--- config.mk ---
export PLATFORM = sky130hd
export DESIGN_NAME = branch_resolve_flat
export DESIGN_NICKNAME = d
export VERILOG_FILES = /design/src/rtl/branch_resolve_if.sv /design/src/rtl/branch_resolve.sv /design/src/flat_wrapper.sv
export SDC_FILE = /design/constraint.sdc
export NUM_CORES = 1
export LEC_CHECK = 0
export CAP_MARGIN = 20
export CORE_UTILIZATION = 45
export DETAILED_ROUTE_END_ITERATION = 7
export PLACE_DENSITY = 0.74
export REMOVE_ABC_BUFFERS = 1
export SLEW_MARGIN = 20
export SYNTH_ARGS = -nofsm -noshare
export SYNTH_HDL_FRONTEND = slang
export SYNTH_SLANG_ARGS = --single-unit
--- constraint.sdc ---
create_clock -name clk -period 4.6 [get_ports clk]
set_input_delay 0.46 -clock clk [delete_from_list [all_inputs] [get_ports clk]]
set_output_delay 0.46 -clock clk [all_outputs]
set_load 0.01 [all_outputs]
--- src/rtl/branch_resolve_if.sv ---
`default_nettype none
// +----------------------------------------------------------------------------+
// | Module      : branch_resolve_if                                            |
// | Description : Fetch <-> branch-resolve bus: decoded instruction in,        |
// |               redirect / issue / hazard status out.                        |
// | Revision    : 1.0                                                          |
// +----------------------------------------------------------------------------+
interface branch_resolve_if #(
    parameter int XLEN = 32,
    parameter int CNTW = 16
);
    logic            validIn;
    logic [31:0]     pcIn;
    logic [11:0]     code;
    logic [XLEN-1:0] imm;
    logic [4:0]      rd;
    logic [4:0]      rs1;
    logic [4:0]      rs2;
    logic            isLoad;
    logic            isBranch;
    logic [XLEN-1:0] rs1Val;
    logic [XLEN-1:0] rs2Val;
    logic            loadDone;
    logic [4:0]      loadRd;
    logic            originPc;
    logic [31:0]     pcBranch;
    logic            stall;
    logic            issueValid;
    logic [31:0]     linkValue;
    logic [CNTW-1:0] redirectCount;

    modport master (
        output validIn, pcIn, code, imm, rd, rs1, rs2, isLoad, isBranch,
               rs1Val, rs2Val, loadDone, loadRd,
        input  originPc, pcBranch, stall, issueValid, linkValue, redirectCount
    );

    modport slave (
        input  validIn, pcIn, code, imm, rd, rs1, rs2, isLoad, isBranch,
               rs1Val, rs2Val, loadDone, loadRd,
        output originPc, pcBranch, stall, issueValid, linkValue, redirectCount
    );
endinterface
`default_nettype wire

--- src/rtl/branch_resolve.sv ---
`default_nettype none
// +----------------------------------------------------------------------------+
// | Module      : branch_resolve                                               |
// | Description : Resolves branches/jumps, redirects fetch, squashes the       |
// |               wrong path and stalls on load-use hazards.                   |
// | Revision    : 1.0                                                          |
// +----------------------------------------------------------------------------+
module branch_resolve #(
    parameter int XLEN         = 32,
    parameter int SQUASH_DEPTH = 1,
    parameter int CNTW         = 16
) (
    input  wire logic       clk,
    input  wire logic       reset,
    branch_resolve_if.slave bus
);
    localparam logic [6:0] c_OP_BRANCH   = 7'b1100011;
    localparam logic [6:0] c_OP_JAL      = 7'b1101111;
    localparam logic [6:0] c_OP_JALR     = 7'b1100111;
    localparam logic [1:0] c_SQUASH_LOAD = 2'(SQUASH_DEPTH);

    typedef enum logic [0:0] {
        ST_RUN    = 1'b0,
        ST_SQUASH = 1'b1
    } state_t;

    state_t          r_state;
    logic [1:0]      r_squash_cnt;
    logic [31:0]     r_sb;
    logic            r_issue;
    logic            r_origin;
    logic [31:0]     r_pc_branch;
    logic [31:0]     r_link;
    logic [CNTW-1:0] r_count;

    logic [6:0]      w_opcode;
    logic [2:0]      w_funct3;
    logic            w_eq;
    logic            w_lt;
    logic            w_ltu;
    logic            w_cond;
    logic            w_taken;
    logic [XLEN-1:0] w_jalr_sum;
    logic [31:0]     w_target;
    logic            w_stall;
    logic            w_accept;
    logic [31:0]     w_sb_next;
    logic            w_unused;

    assign w_opcode   = bus.code[6:0];
    assign w_funct3   = bus.code[9:7];
    assign w_eq       = (bus.rs1Val == bus.rs2Val);
    assign w_lt       = ($signed(bus.rs1Val) < $signed(bus.rs2Val));
    assign w_ltu      = (bus.rs1Val < bus.rs2Val);
    assign w_unused   = &{1'b0, bus.isBranch, bus.code[11:10]};

    always_comb begin
        w_cond = 1'b0;
        case (w_funct3)
            3'b000:  w_cond = w_eq;
            3'b001:  w_cond = ~w_eq;
            3'b100:  w_cond = w_lt;
            3'b101:  w_cond = ~w_lt;
            3'b110:  w_cond = w_ltu;
            3'b111:  w_cond = ~w_ltu;
            default: w_cond = 1'b0;
        endcase
    end

    assign w_taken    = ((w_opcode == c_OP_BRANCH) & w_cond)
                      | (w_opcode == c_OP_JAL)
                      | (w_opcode == c_OP_JALR);
    assign w_jalr_sum = bus.rs1Val + bus.imm;
    assign w_target   = (w_opcode == c_OP_JALR) ? {w_jalr_sum[31:1], 1'b0}
                                                : (bus.pcIn + bus.imm[31:0]);

    // x0 is never a real dependency, so it is masked even though sb[0] stays clear
    assign w_stall  = bus.validIn & (r_state == ST_RUN)
                    & ((r_sb[bus.rs1] & (bus.rs1 != 5'd0))
                     | (r_sb[bus.rs2] & (bus.rs2 != 5'd0)));
    assign w_accept = bus.validIn & (r_state == ST_RUN) & ~w_stall;

    // Set is applied after clear so a same-index collision leaves the bit set
    always_comb begin
        w_sb_next = r_sb;
        if (bus.loadDone) begin
            w_sb_next[bus.loadRd] = 1'b0;
        end
        if (w_accept & bus.isLoad & (bus.rd != 5'd0)) begin
            w_sb_next[bus.rd] = 1'b1;
        end
        w_sb_next[0] = 1'b0;
    end

    always_ff @(posedge clk) begin
        if (reset) begin
            r_state      <= ST_RUN;
            r_squash_cnt <= 2'd0;
            r_sb         <= 32'd0;
            r_issue      <= 1'b0;
            r_origin     <= 1'b0;
            r_pc_branch  <= 32'd0;
            r_link       <= 32'd0;
            r_count      <= '0;
        end else begin
            r_issue  <= w_accept;
            r_origin <= w_accept & w_taken;
            r_sb     <= w_sb_next;
            if (w_accept) begin
                r_link <= bus.pcIn + 32'd4;
            end
            case (r_state)
                ST_RUN: begin
                    if (w_accept & w_taken) begin
                        r_pc_branch  <= w_target;
                        r_count      <= r_count + 1'b1;
                        r_squash_cnt <= c_SQUASH_LOAD;
                        r_state      <= ST_SQUASH;
                    end
                end
                ST_SQUASH: begin
                    // Only instructions fetch actually delivers count toward the window
                    if (bus.validIn) begin
                        r_squash_cnt <= r_squash_cnt - 2'd1;
                        if (r_squash_cnt == 2'd1) begin
                            r_state <= ST_RUN;
                        end
                    end
                end
                default: r_state <= ST_RUN;
            endcase
        end
    end

    assign bus.stall         = w_stall;
    assign bus.originPc      = r_origin;
    assign bus.pcBranch      = r_pc_branch;
    assign bus.issueValid    = r_issue;
    assign bus.linkValue     = r_link;
    assign bus.redirectCount = r_count;
endmodule
`default_nettype wire

--- src/flat_wrapper.sv ---
// flat-port wrapper written by rule: the top's interface ports become plain ports
module branch_resolve_flat 
#(
    parameter int XLEN         = 32,
    parameter int SQUASH_DEPTH = 1,
    parameter int CNTW         = 16
)
  (clk, reset, bus_validIn, bus_pcIn, bus_code, bus_imm, bus_rd, bus_rs1, bus_rs2, bus_isLoad, bus_isBranch, bus_rs1Val, bus_rs2Val, bus_loadDone, bus_loadRd, bus_originPc, bus_pcBranch, bus_stall, bus_issueValid, bus_linkValue, bus_redirectCount);
  branch_resolve_if #(.XLEN(XLEN), .CNTW(CNTW)) bus_i ();
  input  wire logic clk;
  input  wire logic reset;
  input wire logic [$bits(bus_i.validIn)-1:0] bus_validIn;
  input wire logic [$bits(bus_i.pcIn)-1:0] bus_pcIn;
  input wire logic [$bits(bus_i.code)-1:0] bus_code;
  input wire logic [$bits(bus_i.imm)-1:0] bus_imm;
  input wire logic [$bits(bus_i.rd)-1:0] bus_rd;
  input wire logic [$bits(bus_i.rs1)-1:0] bus_rs1;
  input wire logic [$bits(bus_i.rs2)-1:0] bus_rs2;
  input wire logic [$bits(bus_i.isLoad)-1:0] bus_isLoad;
  input wire logic [$bits(bus_i.isBranch)-1:0] bus_isBranch;
  input wire logic [$bits(bus_i.rs1Val)-1:0] bus_rs1Val;
  input wire logic [$bits(bus_i.rs2Val)-1:0] bus_rs2Val;
  input wire logic [$bits(bus_i.loadDone)-1:0] bus_loadDone;
  input wire logic [$bits(bus_i.loadRd)-1:0] bus_loadRd;
  output wire logic [$bits(bus_i.originPc)-1:0] bus_originPc;
  output wire logic [$bits(bus_i.pcBranch)-1:0] bus_pcBranch;
  output wire logic [$bits(bus_i.stall)-1:0] bus_stall;
  output wire logic [$bits(bus_i.issueValid)-1:0] bus_issueValid;
  output wire logic [$bits(bus_i.linkValue)-1:0] bus_linkValue;
  output wire logic [$bits(bus_i.redirectCount)-1:0] bus_redirectCount;
  assign bus_i.validIn = bus_validIn;
  assign bus_i.pcIn = bus_pcIn;
  assign bus_i.code = bus_code;
  assign bus_i.imm = bus_imm;
  assign bus_i.rd = bus_rd;
  assign bus_i.rs1 = bus_rs1;
  assign bus_i.rs2 = bus_rs2;
  assign bus_i.isLoad = bus_isLoad;
  assign bus_i.isBranch = bus_isBranch;
  assign bus_i.rs1Val = bus_rs1Val;
  assign bus_i.rs2Val = bus_rs2Val;
  assign bus_i.loadDone = bus_loadDone;
  assign bus_i.loadRd = bus_loadRd;
  assign bus_originPc = bus_i.originPc;
  assign bus_pcBranch = bus_i.pcBranch;
  assign bus_stall = bus_i.stall;
  assign bus_issueValid = bus_i.issueValid;
  assign bus_linkValue = bus_i.linkValue;
  assign bus_redirectCount = bus_i.redirectCount;
  branch_resolve #(.XLEN(XLEN), .SQUASH_DEPTH(SQUASH_DEPTH), .CNTW(CNTW)) u_core (.clk(clk), .reset(reset), .bus(bus_i));
endmodule
Word-level counts from Yosys, hierarchy flattened

Index checks and enable logic that the tools add are counted.

Flip-flop bits (word level): 117
Bits of input ports: 166
Output and inout bits: 83

Add/subtract/negate cells: 5
$lt $le $gt $ge: 8
Equality and inequality tests: 12
Mux-type cells: 19
Bitwise gates (word level): 20
Reduce and logical (&&, ||, !) cells: 8

Operators with widths:

| kind                                                       | number |
|---|---|
| 2-to-1 mux 32 bit                                          | 3 |
| adder 32 bit                                               | 2 |
| less-than comparator 32 bit                                | 2 |
| adder 32 x 3 -> 32 bit, second input constant              | 1 |
| bitwise AND 32 bit                                         | 1 |
| == test 32 bit                                             | 1 |
| NOT 32 bit                                                 | 1 |
| OR 32 bit                                                  | 1 |
| less-than comparator 5 x 6 -> 1 bit, second input constant | 4 |
| == test 7 bit, second input constant                       | 3 |
| adder 16 x 1 -> 16 bit, second input constant              | 1 |
| nonzero test 5 bit                                         | 3 |
| == test 3 bit, second input constant                       | 4 |
| binary-select mux 1 bit (select 5 bit)                     | 2 |
| demux 1 bit (select 5 bit)                                 | 2 |
| >= comparator 5 x 1 -> 1 bit, second input constant        | 2 |
| bitwise AND 1 bit                                          | 9 |
| 2-to-1 mux 1 bit                                           | 7 |
| case mux 1 bit (6 select lines)                            | 1 |
| NOT 1 bit                                                  | 5 |
| 2-to-1 mux 2 bit                                           | 2 |
| != test 2 bit, second input constant                       | 2 |
| case mux 2 bit (2 select lines)                            | 1 |
| AND reduction 2 bit                                        | 2 |
| other kinds (7)                                            | 10 |

Logic depth before layout (Yosys ltp)

Word-level depth: 10
Depth in mapped cells: 13
Gate-level depth less buffers: 12

Worst setup path after synthesis

Ideal clock, no wire load.

Path kind: input port to flip-flop
Start point: in bus_rs2[0]
End point: reg u_core.r_count[11] (netlist: u_core.bus.redirectCount[11])
Library setup time: 0.070 ns
Arrival: 3.725 ns
Required time: 4.530 ns
Path slack: 0.804 ns
Cell stages on the path: 12
Path buffers: 3
Path through: buf_2 -> mux4_2 -> mux2i_1 -> mux2i_1 -> a211o_1 -> or4_1 -> clkbuf_1 -> a211o_1 -> or3_4 -> buf_6 -> or4_1 -> a21oi_1

Cells in the longest elaborated chain, start to end: 9
Elaborated cells on any way between the ends: 10
Those cells by class: mux (2); bitwise (6); reduce/logical (2)

RTL lines:

| item                                   | RTL line              | text |
|---|---|---|
| start, declared                        | flat_wrapper.sv:18    | `input wire logic [$bits(bus_i.rs2)-1:0] bus_rs2;` |
| binary-select mux 1 bit (select 5 bit) | branch_resolve.sv:80  | `\| (r_sb[bus.rs2] & (bus.rs2 != 5'd0)));` |
| 2-to-1 mux 1 bit (not written as such) | branch_resolve.sv:80  |  |
| bitwise AND 1 bit *                    | branch_resolve.sv:80  |  |
| OR 1 bit *                             | branch_resolve.sv:80  |  |
| bitwise AND 1 bit *                    | branch_resolve.sv:79  | `& ((r_sb[bus.rs1] & (bus.rs1 != 5'd0))` |
| NOT 1 bit *                            | branch_resolve.sv:81  | `assign w_accept = bus.validIn & (r_state == ST_RUN) & ~w_stall;` |
| bitwise AND 1 bit *                    | branch_resolve.sv:81  |  |
| bitwise AND 1 bit *                    | branch_resolve.sv:114 | `if (w_accept & w_taken) begin` |
| AND reduction 2 bit (no line) *        | -                     |  |
| end signal, assigned                   | branch_resolve.sv:116 | `r_count <= r_count + 1'b1;` |
| end, declared                          | branch_resolve.sv:34  | `logic [CNTW-1:0] r_count;` |

Every way passes the cells marked *; elsewhere a longest branch is shown, timed or not. The select of a mux whose other input is x is not followed.
A chain may end at the register's enable or synchronous reset.

Worst setup path in the final report

Start point: in bus_rs2[0]
End point: reg u_core.r_count[9] (netlist: u_core.bus.redirectCount[9])

Same word-level chain as after synthesis.

==> summary.txt <==
Power and ir drop
  • Pleak: 5.33 nW
  • Total power: around 0.0034 W
  • Pwr dens: ~250 mW/mm^2
  • Worst vdd ir: about 0.21 mV

Yosys
  • Synth async-reset ratio: 0
  • Area share of xor/xnor cells in the synthesized design: 0.0653
  • Cell taking the most area after synthesis: dfxtp_1
  • Synth Flop Type: dfxtp_1
  • Mux share of post-synthesis cell area: 0.0570
  • Compound-Gate Fraction of Synth Area: 0.232
  • Synth Area in Simple Gates: 0.243
  • Sequential area share after synthesis: 0.234
  • Count leader, synth: nor2_1
  • Largest family of logic cells by synthesized area: simple AND/OR/NAND/NOR gates
  • Yosys reg bits: between 100 and 150
  • Synth top area share: 0.234
  • Distinct cell type count after synthesis: between 60 and 70
  • Mean Syn Cell Area: between 7 and 8 sq um
  • Post-Synthesis Cells: 1294
  • Synth Area in Adders: 0.125
  • Area contributors post-synth: dfxtp_1 23%, ha_1 12%, a21oi_1 5.8%, o21ai_0 4.8%, nor2_1 4.8%
  • Ys Warns: 0
  • Post-synth EDFFs: 0
  • Most common library cells after synthesis: 126 x nor2_1, 120 x nand2_1, 116 x dfxtp_1, 115 x a21oi_1
  • Post-synthesis cell area: slightly below 0.01 sq mm

Floorplan
  • CORE AREA: between 0.02 and 0.025 sq mm
  • I/O Pins: 249
  • Die height: around 150 um
  • Initial core utilization: 0.466
  • Die area: ~0.023 sq mm
  • Row Count: 53
  • Die Wd: between 150 and 200 um

Timing
  • Fmax: roughly 0.24 GHz
  • Fin crit share: 0.908
  • Endpoints failing hold: 0
  • Fin worst setup slack: roughly 0.42 ns
  • Least-Margin Pin Slew: 1.12 ns
  • Clock skew: ~0.014 ns
  • Rel. slew slack: 0.247
  • Slew Limit Fails: 0
  • RSZ-0062 raised after global routing: no
  • Period minus WS final: roughly 4.2 ns
  • Post-route setup TNS: 0 ns
  • Worst hold margin: ~0.45 ns
  • Endpoints failing setup: 0

Detailed routing
  • Via count: 10816
  • Antenna-violating nets left: 0
  • DRC Markers: 0
  • Routed length per instance: around 19 um
  • Drt first pass iters: 7
  • DR iter-0 viols: between 800 and 900
  • Drt via density: between 5 and 6
  • WL final: about 34 mm

Run status
  • Status: completed

CTS
  • Hold-fix buffers, CTS: 0
  • CTS sink count: 116
  • H-Tree Depth: 4
  • CTS max path bufs: 2
  • Root Buffer: clkbuf_16
  • Setup repair bufs after CTS: 0
  • CTS buffer count: 17
  • Clk pin slew, worst setup/hold paths: 0.06 ns
  • CTS tree: yes
  • Clock latency on the worst-skew pair: 0.43 ns
  • Cts repair resizes: 0

Critical path
  • Slowest cell on crit path: clkdlybuf4s50_1
  • Worst reg-to-reg path cell count: 9
  • CP Data Arrival Time: between 4 and 5 ns
  • Max stage delay on crit path: ~0.73 ns
  • R2r startpoint: u_core.r_sb[27]
  • R2r setup slk: 0.91 ns
  • Worst Path Buf+Inv: 1
  • Largest delay share family, worst path: simple AND/OR/NAND/NOR gates
  • Critical path endpoint category: flop
  • Worst path cell trace: clkdlybuf4s50_1 -> mux4_2 -> mux2i_1 -> mux2i_1 -> a211o_1 -> or4_2 -> a211o_1 -> or3_4 -> or4_1 -> a21oi_1
  • Crit Path Class: input pin to flop
  • Crit path depth: 10
  • Critical Path RT: between 4 and 5 ns
  • Crit path to: u_core.bus.redirectCount[9]
  • RR Endpoint: u_core.bus.redirectCount[9]
  • CP startpoint: bus_rs2[0]
  • CP startpoint kind: input pin
  • Crit path max fanout: 26

Hold path
  • Hold WC Path Type: flop to flop

Global routing
  • Global-route usage over all layers: 0.304
  • First-pass GRT wire length: about 53 mm
  • Largest net degree at the start of global routing: 73
  • Antenna violations before repair: 0
  • Total gr overflow: 0
  • Vias in the first global route: between 10000 and 15000

Final layout
  • NumNets Final: 1812
  • Layout cells sized above 1: 0.0660
  • Layout area overhead: 35.6%
  • Finished Core Util: 0.632
  • FILL cells: 1845
  • Diodes inserted: 0

Placed design
  • DP HPWL: roughly 26 mm
  • Count of input and output buffers: ~250
  • Post-Place Setup Slack: -0.0179 ns
  • Final GP Congestion: roughly 0.94

Flow run
  • Number of max-cap violations: 0
[worst min path at each step]
stage                             start                       end  slack (ns)  cells after the start
2_1_floorplan    u_core.r_squash_cnt[1]    u_core.r_squash_cnt[1]        0.44                      2
3_3_place_gp   u_core.bus.linkValue[29]  u_core.bus.linkValue[29]        0.44                      2
3_5_place_dp   u_core.bus.linkValue[21]  u_core.bus.linkValue[21]        0.45                      2
4_1_cts        u_core.bus.linkValue[29]  u_core.bus.linkValue[29]        0.46                      2
5_1_grt        u_core.bus.linkValue[21]  u_core.bus.linkValue[21]        0.47                      2
6_report       u_core.bus.linkValue[29]  u_core.bus.linkValue[29]        0.45                      2
[routing by layer]
metal | track usage | part of all wire | vias up | wire length [um]
met5 | 0 | 0 | - | 0
met4 | 0.110 | 0.024 | 0 | 832
met3 | 0.0518 | 0.075 | 68 | 2560
met2 | 0.495 | 0.46 | 433 | 15700
met1 | 0.402 | 0.44 | 5058 | 14900
li1 | - | - | 5257 | -
[report_power, final]
group	switching [W]	internal [W]
registers	0.0000129	0.00103
logic	0.000502	0.000454
clock network	0.000592	0.000823
[metrics by stage]
stage | cell area, sq um | instances
after floorplan | 9720 | 1243
after global placement | 12800 | 1804
after detailed placement | 12800 | 1804
after CTS | 13400 | 1836
after global routing | 13400 | 1836
final | 13400 | 1836
[registers in the layout, indices dropped and copies added, names as in the netlist]
signal and flops:
u_core.bus.issueValid 1, u_core.bus.linkValue 32, u_core.bus.originPc 1, u_core.bus.pcBranch 32, u_core.bus.redirectCount 16, u_core.r_sb 31, u_core.r_squash_cnt 2, u_core.r_state 1
[cells in the final DEF, fill, tap and decap left out, drive strengths merged, types with 8 or more instances in the layout]
cell type / count
clkdlybuf4s50: 244
buf: 42
nor2b: 34
mux4: 14
o21ai: 96
nand3b: 17
mux2i: 25
nor3: 34
nor2: 126
xor2: 30
a31oi: 8
clkbuf: 17
nand4: 18
dfxtp: 116
or4: 21
or3: 9
xnor2: 44
nor4: 8
nand3: 43
nor3b: 9
a211oi: 31
o31ai: 18
a21oi: 115
nand2: 120
and3: 14
o21a: 11
ha: 96
nand2b: 8
a21o: 29
inv: 72
[tightest hold or removal path: stages (launching register included)]
cell,delay [ns]
dfxtp_1,0.31
nand2_1,0.05
a21oi_1,0.05
[kinds of logic (layout without fill, tap and decap cells)]
| group | Yosys count | after routing |
|---|---|---|
| and+or+nand+nor | 484 | 484 |
| AOI/OAI and AO/OA | 370 | 370 |
| DFF | 116 | 116 |
| buffers and inverters | 113 | 380 |
| adders and majority gates | 98 | 98 |
| xor gates and xnor gates | 74 | 74 |
| muxes | 39 | 39 |
[layout make-up]
type	instances	area, sq um	share of cell area
Clock buffer	17	425	0.0316
Clock inverter	15	181	0.0135
Inverter	62	233	0.0173
Multi-Input combinational cell	1065	7170	0.533
Sequential cell	116	2320	0.173
Tap cell	275	344	0.0256
Timing Repair Buffer	286	2770	0.206
Power figures use the tool's default switching activity.
